<file path="config.mk">
export PLATFORM = sky130hd
export DESIGN_NAME = mem_port_arbiter_flat
export DESIGN_NICKNAME = d
export VERILOG_FILES = /design/src/rtl/mem_port_arbiter_if.sv /design/src/rtl/mem_port_arbiter.sv /design/src/flat_wrapper.sv
export SDC_FILE = /design/constraint.sdc
export NUM_CORES = 1
export LEC_CHECK = 0
export ABC_CLOCK_PERIOD_IN_PS = 4250
export CORE_ASPECT_RATIO = 1.4
export CORE_MARGIN = 2
export CORE_UTILIZATION = 45
export DETAILED_ROUTE_END_ITERATION = 6
export PLACE_DENSITY = 0.86
export SETUP_SLACK_MARGIN = 0.2
export SLEW_MARGIN = 10
export SYNTH_ARGS = -nofsm -noshare
export SYNTH_HDL_FRONTEND = slang
export SYNTH_SLANG_ARGS = --single-unit
</file>
<file path="constraint.sdc">
create_clock -name clk -period 4.25 [get_ports clk]
set_clock_uncertainty 0.2 [all_clocks]
set_input_delay 0.425 -clock clk [delete_from_list [all_inputs] [get_ports clk]]
set_output_delay 0.425 -clock clk [all_outputs]
set_load 0.01 [all_outputs]
</file>
<file path="src/rtl/mem_port_arbiter_if.sv">
// Requester-side bus for mem_port_arbiter: one instance per port (CPU, DMA).
// master = requester, slave = arbiter.
interface mem_port_arbiter_if #(
  parameter int unsigned ADDR_W = 9,
  parameter int unsigned DATA_W = 32
);
  logic              req;
  logic              we;
  logic [ADDR_W-1:0] addr;
  logic [DATA_W-1:0] wdata;
  logic [DATA_W-1:0] rdata;
  logic              ack;
  logic              stall;

  modport master (output req, we, addr, wdata, input rdata, ack, stall);
  modport slave  (input req, we, addr, wdata, output rdata, ack, stall);
endinterface

</file>
<file path="src/rtl/mem_port_arbiter.sv">
// mem_port_arbiter: shares the single-port RAM between the CPU and DMA ports.
// Each access runs IDLE -> ACCESS (WAIT_STATES+1 cycles) -> RESP (one-cycle ack).
// Optional build macro ARB_RR_EN: round-robin on simultaneous requests
// (default: fixed CPU priority).
module mem_port_arbiter #(
  parameter int unsigned ADDR_W      = 9,
  parameter int unsigned DATA_W      = 32,
  parameter int unsigned WAIT_STATES = 1
) (
  input  logic              clk,
  input  logic              reset_n,
  mem_port_arbiter_if.slave cpu,
  mem_port_arbiter_if.slave dma,
  output logic [ADDR_W-1:0] mem_addr,
  output logic [DATA_W-1:0] mem_wdata,
  output logic              mem_we,
  output logic              mem_re,
  input  logic [DATA_W-1:0] mem_rdata,
  output logic              owner,
  output logic              busy
);

  localparam int unsigned CNT_W = 4;

  localparam logic [1:0] IDLE   = 2'd0;
  localparam logic [1:0] ACCESS = 2'd1;
  localparam logic [1:0] RESP   = 2'd2;

  logic [1:0]        state_q, state_d;
  logic [CNT_W-1:0]  cnt_q, cnt_d;
  logic              owner_q, owner_d;
  logic              we_q, we_d;
  logic [ADDR_W-1:0] mem_addr_q, mem_addr_d;
  logic [DATA_W-1:0] mem_wdata_q, mem_wdata_d;
  logic              mem_we_q, mem_we_d;
  logic              mem_re_q, mem_re_d;
  logic              cpu_ack_q, cpu_ack_d;
  logic              dma_ack_q, dma_ack_d;
  logic              busy_q, busy_d;
  logic [DATA_W-1:0] cpu_rdata_q, cpu_rdata_d;
  logic [DATA_W-1:0] dma_rdata_q, dma_rdata_d;
  logic              grant_dma;
`ifdef ARB_RR_EN
  logic              granted_q, granted_d;
`endif

  // Arbitration: decides whether DMA wins when the FSM is in IDLE.
  always_comb begin
`ifdef ARB_RR_EN
    if (cpu.req && dma.req) begin
      grant_dma = granted_q ? ~owner_q : 1'b0;
    end else begin
      grant_dma = dma.req;
    end
`else
    grant_dma = ~cpu.req;
`endif
  end

  // Next-state and registered-output logic.
  always_comb begin
    state_d     = state_q;
    cnt_d       = cnt_q;
    owner_d     = owner_q;
    we_d        = we_q;
    mem_addr_d  = mem_addr_q;
    mem_wdata_d = mem_wdata_q;
    mem_we_d    = 1'b0;
    mem_re_d    = 1'b0;
    cpu_ack_d   = 1'b0;
    dma_ack_d   = 1'b0;
    busy_d      = 1'b0;
    cpu_rdata_d = cpu_rdata_q;
    dma_rdata_d = dma_rdata_q;
`ifdef ARB_RR_EN
    granted_d   = granted_q;
`endif
    case (state_q)
      IDLE: begin
        mem_addr_d  = '0;
        mem_wdata_d = '0;
        if (cpu.req || dma.req) begin
          owner_d     = grant_dma;
          we_d        = grant_dma ? dma.we : cpu.we;
          mem_addr_d  = grant_dma ? dma.addr : cpu.addr;
          mem_wdata_d = grant_dma ? dma.wdata : cpu.wdata;
          cnt_d       = CNT_W'(WAIT_STATES);
          mem_we_d    = we_d;
          mem_re_d    = ~we_d;
          busy_d      = 1'b1;
          state_d     = ACCESS;
`ifdef ARB_RR_EN
          granted_d   = 1'b1;
`endif
        end
      end
      ACCESS: begin
        busy_d = 1'b1;
        if (cnt_q == '0) begin
          // Last access cycle: capture read data and move to the ack cycle.
          if (!we_q) begin
            if (owner_q) begin
              dma_rdata_d = mem_rdata;
            end else begin
              cpu_rdata_d = mem_rdata;
            end
          end
          mem_addr_d  = '0;
          mem_wdata_d = '0;
          cpu_ack_d   = ~owner_q;
          dma_ack_d   = owner_q;
          state_d     = RESP;
        end else begin
          cnt_d    = cnt_q - CNT_W'(1);
          mem_re_d = ~we_q;
        end
      end
      RESP: begin
        state_d = IDLE;
      end
      default: begin
        mem_addr_d  = '0;
        mem_wdata_d = '0;
        state_d     = IDLE;
      end
    endcase
  end

  // State and output registers; reset clears the RAM strobes immediately.
  always_ff @(posedge clk or negedge reset_n) begin
    if (!reset_n) begin
      state_q     <= IDLE;
      cnt_q       <= '0;
      owner_q     <= 1'b0;
      we_q        <= 1'b0;
      mem_addr_q  <= '0;
      mem_wdata_q <= '0;
      mem_we_q    <= 1'b0;
      mem_re_q    <= 1'b0;
      cpu_ack_q   <= 1'b0;
      dma_ack_q   <= 1'b0;
      busy_q      <= 1'b0;
      cpu_rdata_q <= '0;
      dma_rdata_q <= '0;
`ifdef ARB_RR_EN
      granted_q   <= 1'b0;
`endif
    end else begin
      state_q     <= state_d;
      cnt_q       <= cnt_d;
      owner_q     <= owner_d;
      we_q        <= we_d;
      mem_addr_q  <= mem_addr_d;
      mem_wdata_q <= mem_wdata_d;
      mem_we_q    <= mem_we_d;
      mem_re_q    <= mem_re_d;
      cpu_ack_q   <= cpu_ack_d;
      dma_ack_q   <= dma_ack_d;
      busy_q      <= busy_d;
      cpu_rdata_q <= cpu_rdata_d;
      dma_rdata_q <= dma_rdata_d;
`ifdef ARB_RR_EN
      granted_q   <= granted_d;
`endif
    end
  end

  assign cpu.rdata = cpu_rdata_q;
  assign cpu.ack   = cpu_ack_q;
  assign cpu.stall = cpu.req & ~cpu_ack_q;
  assign dma.rdata = dma_rdata_q;
  assign dma.ack   = dma_ack_q;
  assign dma.stall = dma.req & ~dma_ack_q;

  assign mem_addr  = mem_addr_q;
  assign mem_wdata = mem_wdata_q;
  assign mem_we    = mem_we_q;
  assign mem_re    = mem_re_q;
  assign owner     = owner_q;
  assign busy      = busy_q;

endmodule

</file>
<file path="src/flat_wrapper.sv">
// flat-port wrapper written by rule: the top's interface ports become plain ports
module mem_port_arbiter_flat 
#(
  parameter int unsigned ADDR_W      = 9,
  parameter int unsigned DATA_W      = 32,
  parameter int unsigned WAIT_STATES = 1
)
  (clk, reset_n, mem_addr, mem_wdata, mem_we, mem_re, mem_rdata, owner, busy, cpu_req, cpu_we, cpu_addr, cpu_wdata, cpu_rdata, cpu_ack, cpu_stall, dma_req, dma_we, dma_addr, dma_wdata, dma_rdata, dma_ack, dma_stall);
  mem_port_arbiter_if #(.ADDR_W(ADDR_W), .DATA_W(DATA_W)) cpu_i ();
  mem_port_arbiter_if #(.ADDR_W(ADDR_W), .DATA_W(DATA_W)) dma_i ();
  input  logic clk;
  input  logic reset_n;
  output logic [ADDR_W-1:0] mem_addr;
  output logic [DATA_W-1:0] mem_wdata;
  output logic mem_we;
  output logic mem_re;
  input  logic [DATA_W-1:0] mem_rdata;
  output logic owner;
  output logic busy;
  input wire logic [$bits(cpu_i.req)-1:0] cpu_req;
  input wire logic [$bits(cpu_i.we)-1:0] cpu_we;
  input wire logic [$bits(cpu_i.addr)-1:0] cpu_addr;
  input wire logic [$bits(cpu_i.wdata)-1:0] cpu_wdata;
  output wire logic [$bits(cpu_i.rdata)-1:0] cpu_rdata;
  output wire logic [$bits(cpu_i.ack)-1:0] cpu_ack;
  output wire logic [$bits(cpu_i.stall)-1:0] cpu_stall;
  input wire logic [$bits(dma_i.req)-1:0] dma_req;
  input wire logic [$bits(dma_i.we)-1:0] dma_we;
  input wire logic [$bits(dma_i.addr)-1:0] dma_addr;
  input wire logic [$bits(dma_i.wdata)-1:0] dma_wdata;
  output wire logic [$bits(dma_i.rdata)-1:0] dma_rdata;
  output wire logic [$bits(dma_i.ack)-1:0] dma_ack;
  output wire logic [$bits(dma_i.stall)-1:0] dma_stall;
  assign cpu_i.req = cpu_req;
  assign cpu_i.we = cpu_we;
  assign cpu_i.addr = cpu_addr;
  assign cpu_i.wdata = cpu_wdata;
  assign cpu_rdata = cpu_i.rdata;
  assign cpu_ack = cpu_i.ack;
  assign cpu_stall = cpu_i.stall;
  assign dma_i.req = dma_req;
  assign dma_i.we = dma_we;
  assign dma_i.addr = dma_addr;
  assign dma_i.wdata = dma_wdata;
  assign dma_rdata = dma_i.rdata;
  assign dma_ack = dma_i.ack;
  assign dma_stall = dma_i.stall;
  mem_port_arbiter #(.ADDR_W(ADDR_W), .DATA_W(DATA_W), .WAIT_STATES(WAIT_STATES)) u_core (.clk(clk), .reset_n(reset_n), .cpu(cpu_i), .dma(dma_i), .mem_addr(mem_addr), .mem_wdata(mem_wdata), .mem_we(mem_we), .mem_re(mem_re), .mem_rdata(mem_rdata), .owner(owner), .busy(busy));
endmodule
</file>
==> results by stage <==
Status:
- The flow ran to the end, and the final reports show no timing, DRC or antenna violations.

Power and ir drop:
- Across the VDD grid, the largest voltage drop is approximately 0.47 mV.
- Internal power comes to between 3 and 4 mW.
- Registers are responsible for about a third of the overall power.
- The clock network burns 21.7% of the power.
- The analysis attributes to cell leakage a power of 3.48 nW.
- The power density over the cells is just over 700 mW/mm^2.
- The combinational cell fraction of total power is 44.3%.
- Summed over all nets, the switching power comes to about 1.8 mW.
- The switching fraction of total power is 32.0%.

Layout:
- The count of nets after finishing is 684.
- The number of antenna diodes in the final layout is 0.
- The filler cells instantiated in the layout total 727.
- Of the cells placed in the final design, the portion with a size suffix greater than 1 is 18.3%.
- Compared with the post-synthesis result, the final layout area differs by 59.1%.

CTS:
- The H-tree depth is 4.
- The TritonCTS clock tree is yes.
- The tree is rooted in a sky130_fd_sc_hd__clkbuf_16.
- After clock tree synthesis, the clock-pin slew on the worst setup and hold paths is approximately 0.050 ns.
- The number of setup buffers added after CTS is 0.
- The buffer levels on the longest clock path is 2.
- For this design, the sink count on the clock tree is about 120.
- Clock latency on the worst-skew pair, taken at its later pin, is around 0.4 ns.
- TritonCTS created 17 clock buffers.

Synth:
- The most frequently used cell type in the post-synthesis netlist is sky130_fd_sc_hd__dfrtp_1.
- Synthesis inferred 118 register bits.
- The total nets after synthesis is approximately 450.
- Synthesis handed over a netlist of about 330 instances.
- The average footprint of a synthesized cell is ~15 um^2.
- The portion of synthesized cell area occupied by the leading cell type is 59.3%.
- The post-synthesis sequential area ratio is about three fifths.
- The number of synthesized flops with an enable pin is 0.
- The flip-flop cell with the highest count after synthesis is sky130_fd_sc_hd__dfrtp_1.
- The synthesized netlist contains 30 unique library cells.
- The count of yosys warnings during synthesis is 0.
- The commonest cells after synthesis are sky130_fd_sc_hd__dfrtp_1 (118), sky130_fd_sc_hd__mux2i_1 (43), sky130_fd_sc_hd__o2bb2ai_1 (41).
- Ranked by total cell area, the synthesized netlist is headed by sky130_fd_sc_hd__dfrtp_1 (59%), sky130_fd_sc_hd__mux2_4 (9.0%), sky130_fd_sc_hd__mux2i_1 (8.6%).
- The combined area of all synthesized cells is 0.00498 mm^2.
- Summed over all instances, the cell type with the most area after synthesis is sky130_fd_sc_hd__dfrtp_1.
- The fraction of synthesis flops using an asynchronous set or reset pin is 100%.

Timing:
- Setup violations remaining at the end of the flow were counted as 0.
- The number of max-slew violations in the final report is 0.
- The final critical-path share of the clock period is a little under two thirds.
- Setup repair after global routing left no endpoint under its margin.
- Across all hold checks on the routed design, the worst slack comes to ~0.28 ns.
- The final setup TNS is 0 ns.
- The count of endpoints failing hold in the final timing report was 0.
- At the pin with the least slew margin, the transition time is between 1 and 1.5 ns.
- The clock period could shrink to about 2.7 ns.
- The remaining max-slew budget at the tightest pin is 22.7%.
- Static timing analysis puts the maximum clock frequency at between 0.3 and 0.4 GHz.

Placement:
- The HPWL reported at the end of detailed placement is between 9000 and 10000 um.
- The routability congestion estimate from global placement is around 0.79.
- The number of buffer cells added on primary ports is ~230.

Worst setup path:
- The standard cell with the maximum stage delay on the critical path is sky130_fd_sc_hd__nand4b_4.
- The kind of critical path is reg -> reg.
- The maximum fanout count along the critical path is 32.
- The required time reported for the critical path endpoint is between 4 and 5 ns.
- The number of buffer and inverter instances along the worst setup path is 1.
- For this run, the slowest stage of the critical path takes approximately 0.7 ns.
- The critical path arrival is about 2.8 ns.
- The kind of cell with the highest combined delay along the critical path is simple AND/OR/NAND/NOR gates.
- The worst register-to-register path has a depth of 5.
- The critical path depth is 5.
- The category of the worst setup path capture point is a flip-flop.
- STA classifies the critical path startpoint as a flip-flop.
- The critical path goes through inv_1 > ha_1 > nor3b_4 > nand4b_4 > mux2_4.

Global route:
- The pin count of the biggest net entering global routing is 57.
- Summed over all layers, the global routing overflow is 0.
- The first-pass GRT wire length is 20800 um.
- The initial antenna violation count is 0.
- In the global route stage, overall resource usage came out at around 23%.
- The via count of the first global-routing pass is ~4000.

Drt:
- The post-detailed-route count of antenna-violating nets is 0.
- The starting DRC count in detailed routing is approximately 150.
- The detail-routed via count per cell is ~5.2.
- Dividing the detail-routed wire length by the instance count gives 18.4 um.
- The DRC violation count after routing is 0.
- The total wire length is 13200 um.
- The via count is between 3000 and 4000.
- The total iterations of the first detailed-routing run is 4.

Floorplan:
- The floorplan step defined a die boundary enclosing about 0.012 mm^2.
- The floorplan has 45 rows.
- The number of top-level pins is around 230.
- From left edge to right edge, the die measures just over 90 um.
- The core area is 0.0108 mm^2.
- The initial utilization of the core area, before any placement, comes to approximately 46%.
- The die is 128 um tall.

Min path:
- The class of the tightest hold or removal check is in -> async.

Job:
- The tool flagged a number of max-cap violations equal to 0.
worst register-to-register path: stages, from the launching register on:
cell	delay [ns]
sky130_fd_sc_hd__dfrtp_1	0.38
sky130_fd_sc_hd__inv_1	0.09
sky130_fd_sc_hd__ha_1	0.18
sky130_fd_sc_hd__nor3b_4	0.46
sky130_fd_sc_hd__nand4b_4	0.70
sky130_fd_sc_hd__mux2_4	0.57
final cells by class:
| class | count | area, um^2 | share of cell area, % |
|---|---|---|---|
| Clock buffer | 21 | 460 | 5.81 |
| Clock inverter | 10 | 57.6 | 0.726 |
| Inverter | 5 | 18.8 | 0.237 |
| Multi-Input combinational cell | 184 | 1900 | 24.0 |
| Sequential cell | 118 | 2950 | 37.3 |
| Tap cell | 141 | 176 | 2.23 |
| Timing Repair Buffer | 237 | 2350 | 29.7 |
placed cells by master, fill, tap and decap left out, types with 2 or more instances in the layout:
master,netlist,routed
sky130_fd_sc_hd__nor2b_1,3,3
sky130_fd_sc_hd__nor2_1,5,5
sky130_fd_sc_hd__inv_1,5,5
sky130_fd_sc_hd__o22ai_1,2,2
sky130_fd_sc_hd__clkbuf_8,0,2
sky130_fd_sc_hd__nand2b_1,3,3
sky130_fd_sc_hd__clkinvlp_4,0,3
sky130_fd_sc_hd__o2bb2ai_1,41,41
sky130_fd_sc_hd__buf_4,0,5
sky130_fd_sc_hd__mux2_1,2,2
sky130_fd_sc_hd__o221ai_1,2,2
sky130_fd_sc_hd__clkdlybuf4s50_1,0,230
sky130_fd_sc_hd__dfrtp_1,118,118
sky130_fd_sc_hd__clkbuf_1,8,2
sky130_fd_sc_hd__mux2_4,30,30
sky130_fd_sc_hd__mux2i_1,43,43
sky130_fd_sc_hd__mux2_2,34,34
sky130_fd_sc_hd__a21oi_1,3,3
sky130_fd_sc_hd__clkbuf_16,0,17
sky130_fd_sc_hd__clkinv_2,0,7
sky130_fd_sc_hd__o21ai_0,3,3
per-stage QoR:
| stage | area (um^2) | worst slack (ns) | util (%) | cells | power, mW |
|---|---|---|---|---|---|
| 2_1_floorplan | 4980 | 2.32 | - | 326 | 3.12 |
| 3_3_place_gp | 7400 | 1.69 | 68.4 | 684 | 4.39 |
| 3_5_place_dp | 7400 | 1.56 | 68.4 | 684 | 4.50 |
| 4_1_cts | 7920 | 1.54 | 73.3 | 716 | 5.79 |
| 5_1_grt | 7920 | 1.41 | 73.3 | 716 | 6.05 |
| 6_report | 7920 | 1.55 | 73.3 | 716 | 5.74 |
what timing repair did:
item                      in CTS  in global routing
resized for setup              0                  0
hold buffers                   1                  0
hold endpoints to repair      27                  0
kinds of logic (layout without fill, tap and decap cells):
logic type                 count (synthesis)  count (layout)  synth area share (%)
AOI/OAI and AO/OA                         53              53                  8.62
adders and majority gates                  1               1                 0.251
buffers and inverters                     24             273                  2.81
DFF                                      118             118                  59.3
muxes                                    109             109                  25.8
and+or+nand+nor                           21              21                  3.22
state kept, by name (all words and copies together) (netlist names), 2 cells and up:
register          count
u_core.cpu.rdata     32
u_core.mem_wdata     32
u_core.mem_addr       9
u_core.dma.rdata     32
u_core.cnt_q          4
u_core.state_q        2
final timing paths:
kind | startpoint | endpoint | slack (ns)
max in group asynchronous | reset_n | u_core.mem_wdata[1] | 2.54
setup reg to reg | u_core.cnt_q[0] | u_core.dma.rdata[12] | 1.55
hold reg to reg | u_core.mem_wdata[26] | u_core.mem_wdata[26] | 0.28
hold / removal | reset_n | u_core.dma.rdata[28] | 0.28
setup / recovery | u_core.cnt_q[0] | u_core.dma.rdata[12] | 1.55
min in group clk | u_core.mem_wdata[26] | u_core.mem_wdata[26] | 0.28
per-layer routing:
| metal | track usage (%) | wire [um] |
|---|---|---|
| met1 | 25.6 | 4910 |
| met2 | 37.7 | 6500 |
| met3 | 9.89 | 1460 |
| met4 | 8.39 | 298 |
| met5 | 0 | 0 |
power by group through the flow:
| stage | Sequential, mW | Clock [mW] | Combinational [mW] |
|---|---|---|---|
| 2_1_floorplan | 2.14 | 0 | 0.976 |
| 3_3_place_gp | 1.93 | 0 | 2.47 |
| 4_1_cts | 1.95 | 1.27 | 2.57 |
| 5_1_grt | 2.01 | 1.33 | 2.71 |
| 6_report | 1.95 | 1.25 | 2.54 |
| 3_5_place_dp | 1.95 | 0 | 2.55 |
(Power assumes the default switching activity.)
